`src/rtl/user_io_master_pkg.sv`:
```
// ----------------------------------------------------------------------------
// user_io_master_pkg
// Shared definitions for the user_io SPI link: the master FSM state encoding,
// the command bytes understood by the user_io slave, and the payload-length
// clamp used when a frame request is accepted.
// ----------------------------------------------------------------------------
package user_io_master_pkg;

    typedef enum logic [2:0] {
        IDLE  = 3'd0,
        SETUP = 3'd1,
        SHIFT = 3'd2,
        HOLD  = 3'd3,
        FIN   = 3'd4
    } state_t;

    // Command bytes decoded by the user_io slave.
    localparam logic [7:0] CMD_JOY0    = 8'h01;
    localparam logic [7:0] CMD_JOY1    = 8'h02;
    localparam logic [7:0] CMD_MOUSE   = 8'h04;
    localparam logic [7:0] CMD_BUTTONS = 8'h08;

    // PAYLOAD carries at most four bytes.
    localparam logic [2:0] MAX_PAYLOAD_BYTES = 3'd4;

    function automatic logic [2:0] clamp_nbytes(input logic [2:0] n);
        return (n > MAX_PAYLOAD_BYTES) ? MAX_PAYLOAD_BYTES : n;
    endfunction

endpackage

```
`src/rtl/user_io_master_spi_clk_gen.sv`:
```
// ----------------------------------------------------------------------------
// spi_clk_gen
// Half-period timer for the SPI master. While run is high it counts CLK_DIV
// CLKCPU_A cycles per half period and pulses tick at the end of each one.
// While shift_en is also high each tick toggles the serial clock and is
// reported as a rise or fall strobe (strobes describe the edge being made on
// this cycle's clock edge).
//
// Ports:
//   CLKCPU_A  in   system clock
//   RESET     in   asynchronous active-high reset
//   run       in   timer enable; counter held at 0 when low
//   shift_en  in   allow ticks to toggle the serial clock
//   tick      out  end of a half period
//   rise      out  this tick drives sck 0->1
//   fall      out  this tick drives sck 1->0
//   sck       out  serial clock level (flop)
// ----------------------------------------------------------------------------
module spi_clk_gen #(
    parameter int CLK_DIV = 4
) (
    input  logic CLKCPU_A,
    input  logic RESET,
    input  logic run,
    input  logic shift_en,
    output logic tick,
    output logic rise,
    output logic fall,
    output logic sck
);
    import user_io_master_pkg::*;

    localparam logic [7:0] HALF_LAST = 8'(CLK_DIV - 1);

    logic [7:0] half_cnt_reg;
    logic       sck_reg;

    assign tick = run && (half_cnt_reg == HALF_LAST);
    assign rise = tick && shift_en && !sck_reg;
    assign fall = tick && shift_en && sck_reg;
    assign sck  = sck_reg;

    always_ff @(posedge CLKCPU_A or posedge RESET) begin
        if (RESET) begin
            half_cnt_reg <= 8'd0;
            sck_reg      <= 1'b0;
        end else begin
            if (!run || tick) begin
                half_cnt_reg <= 8'd0;
            end else begin
                half_cnt_reg <= half_cnt_reg + 8'd1;
            end

            if (!run) begin
                sck_reg <= 1'b0;
            end else if (tick && shift_en) begin
                sck_reg <= !sck_reg;
            end
        end
    end

endmodule

```
`src/rtl/user_io_master.sv`:
```
// ----------------------------------------------------------------------------
// user_io_master
// SPI mode-0 master sending one command byte plus 0..4 payload bytes, MSB
// first. The MISO byte returned during the command byte is kept as CORE_ID.
//
// Ports:
//   CLKCPU_A  in   system clock
//   RESET     in   asynchronous active-high reset
//   START     in   single-cycle frame request (ignored while BUSY)
//   CMD       in   command byte
//   PAYLOAD   in   payload, byte 0 = PAYLOAD[31:24]
//   NBYTES    in   payload byte count (5..7 treated as 4)
//   BUSY      out  frame in progress
//   DONE      out  one-cycle end-of-frame pulse
//   CORE_ID   out  byte received during the command byte
//   SPI_NSS   out  active-low slave select
//   SPI_CK    out  serial clock, idles low
//   SPI_MOSI  out  serial data out
//   SPI_MISO  in   serial data in
// ----------------------------------------------------------------------------
module user_io_master #(
    parameter int CLK_DIV  = 4,
    parameter int HOLD_CYC = 4
) (
    input  logic        CLKCPU_A,
    input  logic        RESET,
    input  logic        START,
    input  logic [7:0]  CMD,
    input  logic [31:0] PAYLOAD,
    input  logic [2:0]  NBYTES,
    output logic        BUSY,
    output logic        DONE,
    output logic [7:0]  CORE_ID,
    output logic        SPI_NSS,
    output logic        SPI_CK,
    output logic        SPI_MOSI,
    input  logic        SPI_MISO
);
    import user_io_master_pkg::*;

    localparam logic [7:0] HOLD_LAST = 8'(HOLD_CYC - 1);

    state_t      state_reg, state_next;
    logic        busy_reg, busy_next;
    logic        done_reg, done_next;
    logic        nss_reg, nss_next;

    logic [7:0]  sh_reg;        // MOSI shift register, bit 7 is on the wire
    logic [31:0] pay_reg;       // remaining payload, next byte in [31:24]
    logic [2:0]  nbytes_reg;
    logic [2:0]  bit_cnt_reg;   // bits completed in the current byte
    logic [2:0]  byte_cnt_reg;  // 0 = command byte
    logic [6:0]  rx_reg;
    logic [7:0]  core_id_reg;
    logic [7:0]  hold_cnt_reg;

    logic        tick, rise, fall, sck;
    logic        last_fall;

    spi_clk_gen #(
        .CLK_DIV(CLK_DIV)
    ) u_clk_gen (
        .CLKCPU_A (CLKCPU_A),
        .RESET    (RESET),
        .run      ((state_reg == SETUP) || (state_reg == SHIFT)),
        .shift_en (state_reg == SHIFT),
        .tick     (tick),
        .rise     (rise),
        .fall     (fall),
        .sck      (sck)
    );

    assign last_fall = fall && (bit_cnt_reg == 3'd7) && (byte_cnt_reg == nbytes_reg);

    // Outputs are registered copies of the next-state decode so that every
    // pin comes straight from a flop.
    always_comb begin
        state_next = state_reg;
        unique case (state_reg)
            IDLE:    if (START)                        state_next = SETUP;
            SETUP:   if (tick)                         state_next = SHIFT;
            SHIFT:   if (last_fall)                    state_next = HOLD;
            HOLD:    if (hold_cnt_reg == HOLD_LAST)    state_next = FIN;
            FIN:                                       state_next = IDLE;
            default:                                   state_next = IDLE;
        endcase
        busy_next = (state_next != IDLE);
        done_next = (state_next == FIN);
        nss_next  = !((state_next == SETUP) || (state_next == SHIFT));
    end

    always_ff @(posedge CLKCPU_A or posedge RESET) begin
        if (RESET) begin
            state_reg    <= IDLE;
            busy_reg     <= 1'b0;
            done_reg     <= 1'b0;
            nss_reg      <= 1'b1;
            sh_reg       <= 8'h00;
            pay_reg      <= 32'h0;
            nbytes_reg   <= 3'd0;
            bit_cnt_reg  <= 3'd0;
            byte_cnt_reg <= 3'd0;
            rx_reg       <= 7'h00;
            core_id_reg  <= 8'h00;
            hold_cnt_reg <= 8'd0;
        end else begin
            state_reg <= state_next;
            busy_reg  <= busy_next;
            done_reg  <= done_next;
            nss_reg   <= nss_next;

            if ((state_reg == IDLE) && START) begin
                sh_reg       <= CMD;
                pay_reg      <= PAYLOAD;
                nbytes_reg   <= clamp_nbytes(NBYTES);
                bit_cnt_reg  <= 3'd0;
                byte_cnt_reg <= 3'd0;
            end else if (state_reg == SHIFT) begin
                // Only the command byte's MISO bits are kept.
                if (rise && (byte_cnt_reg == 3'd0)) begin
                    rx_reg <= {rx_reg[5:0], SPI_MISO};
                    if (bit_cnt_reg == 3'd7) begin
                        core_id_reg <= {rx_reg, SPI_MISO};
                    end
                end
                if (fall) begin
                    if (bit_cnt_reg == 3'd7) begin
                        bit_cnt_reg <= 3'd0;
                        if (byte_cnt_reg == nbytes_reg) begin
                            // Frame over: park MOSI low for HOLD/IDLE.
                            sh_reg       <= 8'h00;
                            byte_cnt_reg <= 3'd0;
                        end else begin
                            // Next byte goes on the wire on this same edge.
                            byte_cnt_reg <= byte_cnt_reg + 3'd1;
                            sh_reg       <= pay_reg[31:24];
                            pay_reg      <= {pay_reg[23:0], 8'h00};
                        end
                    end else begin
                        bit_cnt_reg <= bit_cnt_reg + 3'd1;
                        sh_reg      <= {sh_reg[6:0], 1'b0};
                    end
                end
            end

            hold_cnt_reg <= (state_reg == HOLD) ? hold_cnt_reg + 8'd1 : 8'd0;
        end
    end

    assign BUSY     = busy_reg;
    assign DONE     = done_reg;
    assign CORE_ID  = core_id_reg;
    assign SPI_NSS  = nss_reg;
    assign SPI_CK   = sck;
    assign SPI_MOSI = sh_reg[7];

endmodule

```
`config.mk`:
```
export PLATFORM = sky130hd
export DESIGN_NAME = user_io_master
export DESIGN_NICKNAME = d
export VERILOG_FILES = /design/src/rtl/user_io_master_pkg.sv /design/src/rtl/user_io_master_spi_clk_gen.sv /design/src/rtl/user_io_master.sv
export SDC_FILE = /design/constraint.sdc
export NUM_CORES = 1
export LEC_CHECK = 0
export BUFFER_PORTS_ARGS = -buffer_cell sky130_fd_sc_hd__buf_2
export CAP_MARGIN = 20
export CORE_MARGIN = 4
export CORE_UTILIZATION = 57
export DETAILED_ROUTE_END_ITERATION = 12
export PLACE_DENSITY = 0.79
export SLEW_MARGIN = 30
export SYNTH_ARGS = -nofsm -noshare
export SYNTH_HDL_FRONTEND = slang
export SYNTH_HIERARCHICAL = 1
export SYNTH_SLANG_ARGS = --single-unit
```
`constraint.sdc`:
```
create_clock -name CLKCPU_A -period 2.9 [get_ports CLKCPU_A]
set_input_delay 0 -clock CLKCPU_A [delete_from_list [all_inputs] [get_ports CLKCPU_A]]
set_output_delay 0 -clock CLKCPU_A [all_outputs]
set_load 0.02 [all_outputs]
```
==> results of run 1 <==
[logic make-up after synthesis]
logic type,synth area share [%]
adder cells (fa/ha/maj),1.77
XOR/XNOR,2.69
AND/OR/NAND/NOR,19.0
flip-flops,51.5
buffers and inverters,4.58
AO/OA/AOI/OAI,7.95
multiplexers,12.6
[Yosys cell counts, types with 2 or more instances]
master	n
inv_1	11
nor2b_1	9
nand2_1	98
buf_12	2
mux2_4	22
clkbuf_1	6
nor2_1	16
nand3b_1	2
nor4_1	2
o21ai_0	20
nand3_1	18
a21oi_1	8
xor2_1	9
buf_2	9
dfrtp_1	86
and3_1	6
nand4_1	2
a22o_1	8
xnor2_1	4
and2_1	2
buf_6	2
or3_1	6
mux2_2	17
ha_1	6
buf_4	3
a311oi_1	8
[placed cells by master, fill, tap and decap left out, types with 4 or more instances in the layout]
cell / instances
a21oi_1: 8
a22o_1: 8
a311oi_1: 8
and3_1: 6
buf_2: 59
buf_4: 6
clkbuf_8: 9
dfrtp_1: 86
dlygate4sd3_1: 44
ha_1: 6
inv_1: 10
mux2_2: 17
mux2_4: 22
nand2_1: 98
nand3_1: 18
nor2_1: 16
nor2b_1: 9
o21ai_0: 20
or3_1: 6
xnor2_1: 4
xor2_1: 9
[worst max-delay path: cells and delay by family (launching register included)]
kind	cells	cell delay [ns]
AO/OA/AOI/OAI	1	0.55
XOR/XNOR	1	0.17
buffers and inverters	1	0.26
flip-flops	1	0.61
multiplexers	1	0.35
AND/OR/NAND/NOR	4	0.56
[metrics by stage]
step / area (µm²) / power [mW] / util (%) / worst slack (ns) / instances
2_1_floorplan: 4230 / 2.19 / - / 0.615 / 399
3_3_place_gp: 4580 / 2.36 / 63.2 / 0.391 / 543
3_5_place_dp: 4580 / 2.40 / 63.2 / 0.334 / 543
4_1_cts: 5220 / 3.32 / 72.0 / 0.302 / 601
5_1_grt: 5230 / 3.53 / 72.0 / 0.107 / 601
6_report: 5230 / 3.31 / 72.0 / 0.306 / 601
[final cells by class]
| cell class | count | area (µm²) |
|---|---|---|
| clock buffers | 10 | 128 |
| clock inverters | 4 | 72.6 |
| fillers | 516 | 2030 |
| inverters | 11 | 41.3 |
| multi-input cells | 279 | 1870 |
| flip-flops and latches | 87 | 2180 |
| well taps | 99 | 124 |
| repair buffers | 111 | 812 |
[report_power, final]
group / total (mW) / internal [mW] / switching [mW]
Combinational: 0.811 / 0.415 / 0.396
Clock: 0.884 / 0.475 / 0.409
Sequential: 1.62 / 1.44 / 0.178
Total: 3.31 / 2.33 / 0.983
[metal layers]
layer  vias up  global-route usage (%)
met5         -                       0
met4         0                    10.1
met3        22                    3.77
met2        74                    38.3
met1      1569                    28.2
li1       1553                       -
[how the worst min path moves through the flow]
stage / end / slack (ns) / from
after floorplan: u_clk_gen/half_cnt_reg[0] / -0.17 / RESET
after global placement: u_clk_gen/half_cnt_reg[6] / -0.008 / RESET
after detailed placement: u_clk_gen/half_cnt_reg[6] / 0.006 / RESET
after CTS: pay_reg[24] / 0.0009 / PAYLOAD[24]
after global routing: pay_reg[24] / 0.03 / PAYLOAD[24]
final: pay_reg[24] / 0.01 / PAYLOAD[24]
==> impl_metrics.env, run 1 <==
export IMPL_pin_count=60
export IMPL_die_height_um=94.2
export IMPL_power_density_nw_per_um2=634
export IMPL_io_buffers=59
export IMPL_maxCapViolCount=0
export IMPL_critical_path_arrival_ns=2.84
export IMPL_setup_viol=0
export IMPL_vias=3218
export IMPL_worstPathCellList="xnor2_1 > nor2_1 > nand4_1 > nor2_1 > and3_1 > a21oi_4 > buf_12 > mux2_2"
export IMPL_reg2regPathDepth=8
export IMPL_drt_iter0_drc=141
export IMPL_critical_path_slowest_cell="dfrtp_1"
export IMPL_endpoint="pay_reg[30]"
export IMPL_place_gp_congestion=0.868
export IMPL_rsz0062_at_grt="false"
export IMPL_worst_setup_path_start_kind="flop"
export IMPL_area_delta_synth_final_pct=23.4
export IMPL_worst_pin_slew_ns=0.679
export IMPL_grt_usage_pct=22.6
export IMPL_rrSetupSlack_ns=0.31
export IMPL_drive_above_1_share_pct=25.7
export IMPL_ys_flop_type="dfrtp_1"
export IMPL_die_w_um=94.2
export IMPL_grt_overflow=0
export IMPL_syn_avg_cell_area_um2=10.6
export IMPL_yosysTopAreaCellShare_pct=50.8
export IMPL_hold_buffers=44
export IMPL_routed_top_layer="met4"
export IMPL_period_minus_slack_ns=2.59
export IMPL_cpPeakStageDelay_ns=0.61
export IMPL_met3WireLength_um=314
export IMPL_finalHoldWorstSlack_ns=0.0105
export IMPL_first_global_vias=3359
export IMPL_core_um2=7250
export IMPL_drt_pre_antenna_iters=4
export IMPL_cts_made_buffers=9
export IMPL_synth_net_count=452
export IMPL_r2r_start="state_reg[0]"
export IMPL_cts_path_max_buffers=2
export IMPL_cts_repair_resized=0
export IMPL_rows=31
export IMPL_grt_antenna_before_repair=0
export IMPL_tns_ns=0
export IMPL_p_leak_nw=2.64
export IMPL_cts_tree="built"
export IMPL_vdd_drop_max_mv=0.360
export IMPL_synth_area_um2=4230
export IMPL_finalWirelength_um=8940
export IMPL_dr_wl_met2_um=4510
export IMPL_period_share_pct=89.5
export IMPL_crit_required_ns=3.14
export IMPL_fin_skew_ns=0.00828
export IMPL_cts_htree_levels=3
export IMPL_synth_edf_count=0
export IMPL_path_class="flop to flop"
export IMPL_ys_ff_latch=87
export IMPL_dpl_hpwl_um=5650
export IMPL_clk_pin_slew_worst_paths_ns=0.08
export IMPL_grt_max_degree=79
export IMPL_hold_path_class="input pin to flop"
export IMPL_remaining_drc_errors=0
export IMPL_synth_area_leaders="dfrtp_1, nand2_1, mux2_4"
export IMPL_worstSetupStartpoint="state_reg[0]"
export IMPL_cts_sinks=87
export IMPL_antenna_left=0
export IMPL_max_freq_ghz=0.385
export IMPL_cp_max_fo=19
export IMPL_diodes=0
export IMPL_worstHoldPathCells=4
export IMPL_reg2reg_to="pay_reg[30]"
export IMPL_synth_warnings=6
export IMPL_finalNetCount=552
export IMPL_outcome="complete, no violations"
export IMPL_grt_pass1_wl_um=15700
export IMPL_postCtsSetupBuffers=0
export IMPL_start_util_pct=58.4
export IMPL_ys_seq_area_share_pct=51.5
export IMPL_async_reset_ff_share_pct=100
export IMPL_slew_viol_final=0
export IMPL_crit_top_cell="nor2_1"
export IMPL_root_buffer="clkbuf_8"
export IMPL_largest_reg_flops=32
export IMPL_clock_latency_ns=0.35
export IMPL_wl_met1_um=3890
export IMPL_die_area_um2=8870
export IMPL_syn_inst=399
export IMPL_vias_per_cell=5.35
export IMPL_yosysUniqueCellTypes=43
export IMPL_hold_viol=0
export IMPL_relSlewSlack_pct=54.8
export IMPL_drt_wirelength_per_cell_um=14.9
export IMPL_yosys_area_top_type="dfrtp_1"
export IMPL_end_kind="flop"
(Power assumes the default switching activity.)
==> inputs of run 2 (changes only) <==
Settings changed: HOLD_SLACK_MARGIN set to 0.08.
Clock period 2.9 ns to 2.95 ns, I/O delays scaled along.
==> impl_metrics.env, run 2 (synthesis gave the netlist of run 1 again) <==
export IMPL_io_buffers=59
export IMPL_cpPeakStageDelay_ns=0.53
export IMPL_clkPwrFrac_pct=25.5
export IMPL_grt_overflow=0
export IMPL_critical_path_slowest_cell="dfrtp_1"
export IMPL_core_um2=7250
export IMPL_die_w_um=94.2
export IMPL_clk_pin_slew_worst_paths_ns=0.08
export IMPL_cts_tree="built"
export IMPL_period_share_pct=89.3
export IMPL_power_internal_mw=2.22
export IMPL_diodes=0
export IMPL_tns_ns=0
export IMPL_crit_top_cell="nor2_1"
export IMPL_relSlewSlack_pct=54.3
export IMPL_cts_path_max_buffers=2
export IMPL_start_util_pct=58.4
export IMPL_critical_path_arrival_ns=2.87
export IMPL_drive_above_1_share_pct=26.0
export IMPL_crit_required_ns=3.19
export IMPL_cts_sinks=87
export IMPL_first_global_vias=3296
export IMPL_grt_max_degree=79
export IMPL_die_height_um=94.2
export IMPL_max_freq_ghz=0.380
export IMPL_cts_made_buffers=9
export IMPL_drt_wirelength_per_cell_um=14.7
export IMPL_vias_per_cell=5.27
export IMPL_final_cell_mix="nand2_1, dfrtp_1, buf_2"
export IMPL_dpl_hpwl_um=5600
export IMPL_slew_viol_final=0
export IMPL_path_class="flop to flop"
export IMPL_area_delta_synth_final_pct=23.5
export IMPL_rrSetupSlack_ns=0.32
export IMPL_crit_buf_inv=1
export IMPL_p_leak_nw=2.63
export IMPL_hold_viol=0
export IMPL_seqPwrFrac_pct=49.5
export IMPL_end_kind="flop"
export IMPL_power_density_nw_per_um2=613
export IMPL_clock_latency_ns=0.36
export IMPL_rsz0062_at_grt="false"
export IMPL_finalNetCount=552
export IMPL_grt_antenna_before_repair=0
export IMPL_vias=3178
export IMPL_grt_pass1_wl_um=15400
export IMPL_worst_pin_slew_ns=0.686
export IMPL_drt_iter0_drc=141
export IMPL_critical_path_top_delay_family="simple AND/OR/NAND/NOR gates"
export IMPL_place_ws_ns=0.284
export IMPL_period_minus_slack_ns=2.63
export IMPL_setup_viol=0
export IMPL_outcome="complete, no violations"
export IMPL_finalHoldWorstSlack_ns=0.154
export IMPL_root_buffer="clkbuf_8"
export IMPL_p_sw_share_pct=30.8
export IMPL_rows=31
export IMPL_pin_count=60
export IMPL_fin_skew_ns=0.0165
export IMPL_cp_max_fo=19
export IMPL_pwr_share_comb_pct=25.1
export IMPL_antenna_left=0
export IMPL_fillers=519
export IMPL_net_switching_power_uw=987
export IMPL_worst_setup_path_start_kind="flop"
export IMPL_die_area_um2=8870
export IMPL_postCtsSetupBuffers=0
export IMPL_place_gp_congestion=0.882
export IMPL_remaining_drc_errors=0
export IMPL_layout_commonest_cell="nand2_1"
export IMPL_grt_usage_pct=22.2
export IMPL_worstPathCellList="xnor2_1 > nor2_1 > nand4_1 > nor2_1 > and3_1 > a21oi_4 > buf_12 > mux2_4"
export IMPL_largest_reg_flops=32
export IMPL_hold_path_class="input pin to async pin"
export IMPL_drt_pre_antenna_iters=4
export IMPL_maxCapViolCount=0
export IMPL_cts_htree_levels=3
export IMPL_vdd_drop_max_mv=0.511
export IMPL_worst_slack_ns=0.317
export IMPL_finalWirelength_um=8880
run 2: cell count changes in the layout (fill, tap and decap cells not counted):
| cell | before | now |
|---|---|---|
| inv_6 | 0 | 2 |
| buf_4 | 6 | 5 |
| bufinv_16 | 2 | 1 |
| clkinvlp_4 | 1 | 2 |
| dlygate4sd3_1 | 44 | 45 |
| nor3b_1 | 1 | 0 |
| nor3b_2 | 1 | 2 |
run 2: worst reg2reg max path, stage by stage, from the launching register on:
cell and delay (ns):
dfrtp_1 0.53, xnor2_1 0.19, nor2_1 0.24, nand4_1 0.19, nor2_1 0.26, and3_1 0.36, a21oi_4 0.22, buf_12 0.23
mux2_4 0.31
run 2: what timing repair did:
action	CTS	global route
resized for setup	0	1
endpoints found under the hold margin	131	0
endpoints found under the setup margin	0	15
hold buffers	45	0
run 2: layer usage:
layer / vias up / global-route usage (%) / routed length (µm)
met2: 75 / 37.4 / 4560
met4: 0 / 8.06 / 165
li1: 1548 / - / -
met1: 1538 / 27.8 / 3790
met5: - / 0 / 0
met3: 17 / 5.29 / 361
run 2: through the flow:
stage	utilization, %	power (mW)	area (µm²)	instances
global placement	63.0	2.31	4570	542
finish	72.1	3.21	5230	603
floorplan	-	2.16	4230	399
CTS	72.0	3.22	5220	603
detailed placement	63.0	2.35	4570	542
global route	72.1	3.41	5230	603
run 2: area by class of cell:
| type | instances | area, µm² | share of cell area [%] |
|---|---|---|---|
| flip-flops and latches | 87 | 2180 | 41.7 |
| multi-input cells | 279 | 1870 | 35.9 |
| repair buffers | 111 | 815 | 15.6 |
| clock buffers | 10 | 128 | 2.44 |
| well taps | 99 | 124 | 2.37 |
| clock inverters | 6 | 67.6 | 1.29 |
| inverters | 11 | 41.3 | 0.790 |
run 2: worst paths after layout:
path | from | endpoint | cells after the start
min in group CLKCPU_A | START | state_reg[0] | 4
min reg2reg | pay_reg[5] | pay_reg[5] | 1
max in group asynchronous | RESET | DONE | 4
min | RESET | u_clk_gen/sck | 3
max reg2reg | state_reg[0] | pay_reg[25] | 8
max | state_reg[0] | pay_reg[25] | 8
run 2: power groups by stage:
stage / logic (mW) / registers [mW] / clock network (mW)
2_1_floorplan: 0.583 / 1.57 / 0
5_1_grt: 0.906 / 1.62 / 0.886
3_5_place_dp: 0.749 / 1.60 / 0
6_report: 0.803 / 1.59 / 0.817
3_3_place_gp: 0.716 / 1.59 / 0
4_1_cts: 0.801 / 1.58 / 0.836
